==> config.mk <==
export PLATFORM = sky130hd
export DESIGN_NAME = alu_exec_unit
export DESIGN_NICKNAME = d
export VERILOG_FILES = /design/src/rtl/alu_exec_unit.sv
export SDC_FILE = /design/constraint.sdc
export NUM_CORES = 1
export LEC_CHECK = 0
export BUFFER_PORTS_ARGS = -buffer_cell sky130_fd_sc_hd__buf_2
export CAP_MARGIN = 20
export CORE_ASPECT_RATIO = 0.8
export CORE_UTILIZATION = 35
export DETAILED_ROUTE_END_ITERATION = 6
export GPL_ROUTABILITY_DRIVEN = 1
export SETUP_SLACK_MARGIN = 0.1
export SYNTH_ARGS = -nofsm -noshare
export SYNTH_HDL_FRONTEND = slang
export SYNTH_SLANG_ARGS = --single-unit
export TNS_END_PERCENT = 30
==> constraint.sdc <==
create_clock -name clk -period 7.96 [get_ports clk]
set_input_delay 0.398 -clock clk [delete_from_list [all_inputs] [get_ports clk]]
set_output_delay 0.398 -clock clk [all_outputs]
set_load 0.01 [all_outputs]
==> src/rtl/alu_exec_unit.sv <==
// EX-stage ALU: ALUOp/funct decode, registered result with valid/ready handshake.
// Define ALU_BARREL_SHIFT_EN for single-cycle shifts; otherwise shifts iterate 1 bit/cycle.
module alu_exec_unit #(
  parameter int DATA_W = 32,
  parameter int SH_W   = $clog2(DATA_W)
) (
  input  logic              clk,
  input  logic              rst,
  input  logic [1:0]        ALUOp,
  input  logic [5:0]        funct,
  input  logic [DATA_W-1:0] a,
  input  logic [DATA_W-1:0] b,
  input  logic [SH_W-1:0]   shamt,
  input  logic              in_valid,
  output logic              in_ready,
  output logic [DATA_W-1:0] result,
  output logic              zero,
  output logic              ovf,
  output logic              ill_op,
  output logic              out_valid,
  input  logic              out_ready
);

  typedef enum logic [3:0] {
    OP_ADD, OP_SUB, OP_AND, OP_OR, OP_NOR, OP_SLT, OP_SLL, OP_SRL, OP_ILL
  } op_e;

  op_e               op;
  logic [DATA_W-1:0] sum;
  logic [DATA_W-1:0] diff;
  logic [DATA_W-1:0] alu_res;
  logic              alu_ovf;
  logic              alu_ill;
  logic              is_shift;
  logic              accept;

  assign sum    = a + b;
  assign diff   = a - b;
  assign accept = in_valid && in_ready;

  always_comb begin
    op = OP_ILL;
    unique case (ALUOp)
      2'b00: op = OP_ADD;
      2'b01: op = OP_SUB;
      2'b11: op = OP_SLT;
      default: begin
        case (funct)
          6'b100000: op = OP_ADD;
          6'b100010: op = OP_SUB;
          6'b100100: op = OP_AND;
          6'b100101: op = OP_OR;
          6'b100111: op = OP_NOR;
          6'b101010: op = OP_SLT;
          6'b000000: op = OP_SLL;
          6'b000010: op = OP_SRL;
          default:   op = OP_ILL;
        endcase
      end
    endcase
  end

  always_comb begin
    alu_res  = '0;
    alu_ovf  = 1'b0;
    alu_ill  = 1'b0;
    is_shift = 1'b0;
    case (op)
      OP_ADD: begin
        alu_res = sum;
        alu_ovf = (a[DATA_W-1] == b[DATA_W-1]) && (sum[DATA_W-1] != a[DATA_W-1]);
      end
      OP_SUB: begin
        alu_res = diff;
        alu_ovf = (a[DATA_W-1] != b[DATA_W-1]) && (diff[DATA_W-1] != a[DATA_W-1]);
      end
      OP_AND: alu_res = a & b;
      OP_OR:  alu_res = a | b;
      OP_NOR: alu_res = ~(a | b);
      OP_SLT: alu_res = DATA_W'($signed(a) < $signed(b));
`ifdef ALU_BARREL_SHIFT_EN
      OP_SLL: begin is_shift = 1'b1; alu_res = b << shamt; end
      OP_SRL: begin is_shift = 1'b1; alu_res = b >> shamt; end
`else
      // Only the shamt==0 case completes here; n>0 goes through the shift FSM.
      OP_SLL: begin is_shift = 1'b1; alu_res = b; end
      OP_SRL: begin is_shift = 1'b1; alu_res = b; end
`endif
      default: alu_ill = 1'b1;
    endcase
  end

`ifdef ALU_BARREL_SHIFT_EN

  assign in_ready = !out_valid || out_ready;

  always_ff @(posedge clk) begin
    if (rst) begin
      result    <= '0;
      zero      <= 1'b0;
      ovf       <= 1'b0;
      ill_op    <= 1'b0;
      out_valid <= 1'b0;
    end else if (accept) begin
      result    <= alu_res;
      zero      <= (alu_res == '0);
      ovf       <= alu_ovf;
      ill_op    <= alu_ill;
      out_valid <= 1'b1;
    end else if (out_ready) begin
      out_valid <= 1'b0;
    end
  end

`else

  typedef enum logic {IDLE, SHIFT} state_e;

  state_e            state;
  state_e            state_next;
  logic [DATA_W-1:0] sreg;
  logic [DATA_W-1:0] sreg_next;
  logic [SH_W-1:0]   count;
  logic              shift_left;
  logic              start_shift;
  logic              last_step;

  assign start_shift = accept && is_shift && (shamt != '0);
  assign last_step   = (state == SHIFT) && (count == SH_W'(1));
  assign sreg_next   = shift_left ? {sreg[DATA_W-2:0], 1'b0} : {1'b0, sreg[DATA_W-1:1]};

  always_comb begin
    state_next = state;
    in_ready   = 1'b0;
    case (state)
      IDLE: begin
        in_ready = !out_valid || out_ready;
        if (start_shift) state_next = SHIFT;
      end
      SHIFT: begin
        if (count == SH_W'(1)) state_next = IDLE;
      end
      default: state_next = IDLE;
    endcase
  end

  always_ff @(posedge clk) begin
    if (rst) begin
      state      <= IDLE;
      count      <= '0;
      sreg       <= '0;
      shift_left <= 1'b0;
      result     <= '0;
      zero       <= 1'b0;
      ovf        <= 1'b0;
      ill_op     <= 1'b0;
      out_valid  <= 1'b0;
    end else begin
      state <= state_next;
      if (start_shift) begin
        sreg       <= b;
        count      <= shamt;
        shift_left <= (op == OP_SLL);
        out_valid  <= 1'b0;
      end else if (accept) begin
        result    <= alu_res;
        zero      <= (alu_res == '0);
        ovf       <= alu_ovf;
        ill_op    <= alu_ill;
        out_valid <= 1'b1;
      end else if (state == SHIFT) begin
        sreg  <= sreg_next;
        count <= count - SH_W'(1);
        if (last_step) begin
          result    <= sreg_next;
          zero      <= (sreg_next == '0);
          ovf       <= 1'b0;
          ill_op    <= 1'b0;
          out_valid <= 1'b1;
        end
      end else if (out_ready) begin
        out_valid <= 1'b0;
      end
    end
  end

`endif

endmodule
==> impl_results.md <==
- Final slew viol count: 0
- Remaining DRCs: 0
- Setup TNS: 0 ns
- Vias in the first global route: 9804
- CTS resizes: 0
- Pin count of the biggest net entering global routing: 78
- Fin crit share: 48.3%
- Required @ worst endpoint: 8.24 ns
- Post-synth EDFFs: 0
- CP Launch Type: input port
- Initial drt markers: 1391
- Synth area leaders: dfxtp_1, ha_1, nor2_1
- Register area share after synthesis: 15.7%
- Root buf cell: clkbuf_16
- Critical path's top delay family: compound AO/OA/AOI/OAI gates
- Ys Warns: 0
- Clock buffer depth: 2
- Core Box Area: approximately 27000 µm²
- Slew HR: about a third
- Prevailing post-synth register cell: dfxtp_1
- CP max-delay cell: o211ai_1
- First-pass GRT wire length: 58800 µm
- Lkg Pwr: 4.46 nW
- Buf/Inv on CP: 2
- Top cell type's share of synthesized area: 15.7%
- Met3 Usage GRT: 5.65%
- Power density over the cells: roughly 130 nW/µm²
- Fillers: 2814
- R2R cell count: 11
- Initial antenna violation count: 3
- Crit path DAT: just over 4 ns
- Total GRT Usage: 27.1%
- WL final: 38800 µm
- Asr flop ratio synth: 0%
- CP max FO: 6
- Share of cells above drive strength 1: 14.3%
- Leading cell type in the layout, fill and taps excluded: nor2_1
- Hold bufs inserted after CTS: 0
- ANT nets after route: 0
- Worst-skew pair later-pin latency: between 0.3 and 0.4 ns
- WS Path Type: input port to register
- Clock Pin Slew Worst Setup and Hold Paths: 0.06 ns
- Area post-placement: 10400 µm²
- Most frequent cells in the layout: nor2_1, buf_2, ha_1
- Worst Hold Path Cells: 3
- Avg Inst Size Synth: 7.21 µm²
- Met1 Resource Use GR: 38.1%
- RSZ-0062 raised after global routing: no
- Initial Util: 36.0%
- Placer's final routability congestion estimate: 0.982
- Detailed Place HPWL: 30100 µm
- Via/cell ratio: 6.10
- Critical Path Sink Type: register
- Status: finished clean
- CTS Sinks: 75
- Peak Freq: 0.260 GHz
- CTS buffer count: 9
- Critical Path Max Stage Delay: between 0.6 and 0.7 ns
- Final hold violation count: 0
- Setup WS post-layout: 4.11 ns
- Tmin final: 3.85 ns
- WP depth: 14
- Chip width: between 150 and 200 µm
- Setup Buffers After CTS: 0
- Post-Place Setup Slack: about 4 ns
- H-tree Lvls: 3
- Pre-antenna DRT Iters: 6
- Area leader, netlist: dfxtp_1
- Max-cap viol count: 0
- Setup Skew: 0.00901 ns
- Syn Nets: 1527
- Yosys cell types: 90
- # rows: 53
- Routed vias: 10700
- Flops & latches, synth: 75
- Nets: 1583
- GR peak layer: met2
- Die height: 150 µm
- Worst-Margin Slew: 1.01 ns
- Die area: 28100 µm²
- Final Instance Area: 10700 µm²
- Synthesized area: 9580 µm²
- Cells after Synth: between 1000 and 1500
- Met2 GRT Util: roughly two fifths
- Wire per inst: 22.2 µm
- Worst VDD drop: 0.112 mV
- Crit-path cells: buf_2 -> inv_1 -> ha_1 -> a211oi_1 -> o21ai_1 -> o211ai_1 -> and3_1 -> o221ai_1 -> a221o_1 -> nor4_1 -> o2111ai_1 -> nor4_2 -> nand2_1 -> o21ai_2
- Worst Hold Class: input port to register
- Area grow syn2layout: 11.6%
- I/O Pins: 118
- PortBufs: 117
- Final setup fails: 0
- GR Overflow Total: 0
- CTS tree: built
[report_power, final]
part	total, mW	internal [mW]	switching [mW]
combinational	0.549	0.192	0.357
sequential	0.402	0.391	0.0115
clock	0.405	0.245	0.160
[routing by layer]
metal / up-vias / wire, µm
li1: 5020 / -
met4: 2 / 1050
met2: 550 / 16500
met5: - / 11
met3: 67 / 3250
met1: 5037 / 18000
[logic make-up (layout without fill, tap and decap cells)]
| group | count (synthesis) | after routing | share of synthesized area, % |
|---|---|---|---|
| xor gates and xnor gates | 15 | 15 | 1.37 |
| and+or+nand+nor | 451 | 451 | 22.0 |
| other | 0 | 2 | 0 |
| DFF | 75 | 75 | 15.7 |
| adders and majority gates | 117 | 117 | 15.4 |
| muxes | 38 | 38 | 3.99 |
| buffers and inverters | 187 | 248 | 7.75 |
| AOI/OAI and AO/OA | 446 | 446 | 33.7 |
[path summary, 6_finish.rpt]
kind                                 from                 endpoint  slack (ns)
hold / removal                   shamt[1]    count[1]$_SDFFE_PP0P_        0.31
setup reg to reg         state$_SDFF_PP0_        zero$_SDFFE_PP0P_        4.73
setup / recovery                     a[1]        zero$_SDFFE_PP0P_        4.11
hold reg to reg   result[26]$_SDFFE_PP0P_  result[26]$_SDFFE_PP0P_        0.45
[layout make-up]
| type | instances | area [µm²] | area share [%] |
|---|---|---|---|
| antenna | 2 | 5.00 | 0.0468 |
| clock buffer | 15 | 288 | 2.69 |
| clock inverter | 1 | 5.00 | 0.0468 |
| inverter | 98 | 368 | 3.44 |
| multi-input combinational | 1067 | 7360 | 68.9 |
| sequential | 75 | 1500 | 14.1 |
| tap | 357 | 447 | 4.18 |
| timing repair buffer | 134 | 713 | 6.67 |
[tightest hold or removal path, cell delays in order]
cell,delay [ns]
buf_2,0.09
a21oi_1,0.05
nor2_1,0.08
[stage by stage]
| step | util [%] | std cells | hold slack (ns) | total power, mW |
|---|---|---|---|---|
| floorplan | - | 1329 | 0.450 | 0.760 |
| global placement | 39.1 | 1731 | 0.448 | 0.941 |
| detailed placement | 39.1 | 1731 | 0.446 | 0.942 |
| CTS | 40.2 | 1747 | 0.309 | 1.35 |
| global route | 40.2 | 1749 | 0.352 | 1.42 |
| finish | 40.2 | 1749 | 0.312 | 1.36 |
[synthesized netlist by cell type (10+ instances only)]
library cell	count
nand2_1	100
a22oi_1	11
xnor2_1	10
nand4_1	19
a221o_1	12
inv_1	92
a222oi_1	10
buf_2	21
nor2b_1	16
o211ai_1	17
clkbuf_1	61
nand2b_1	23
a211oi_1	49
a21oi_1	105
a31oi_1	14
nand3_1	20
nor2_1	190
o221a_2	13
dfxtp_1	75
nor3_1	33
o21ai_0	56
mux2i_1	36
a21o_1	15
ha_1	115
a221oi_1	34
[sequential cells by signal, indices dropped and copies added (netlist names)]
register,cells
ovf,1
shift_left,1
count,5
ill_op,1
zero,1
state,1
out_valid,1
result,32
sreg,32
(Power assumes the default switching activity.)
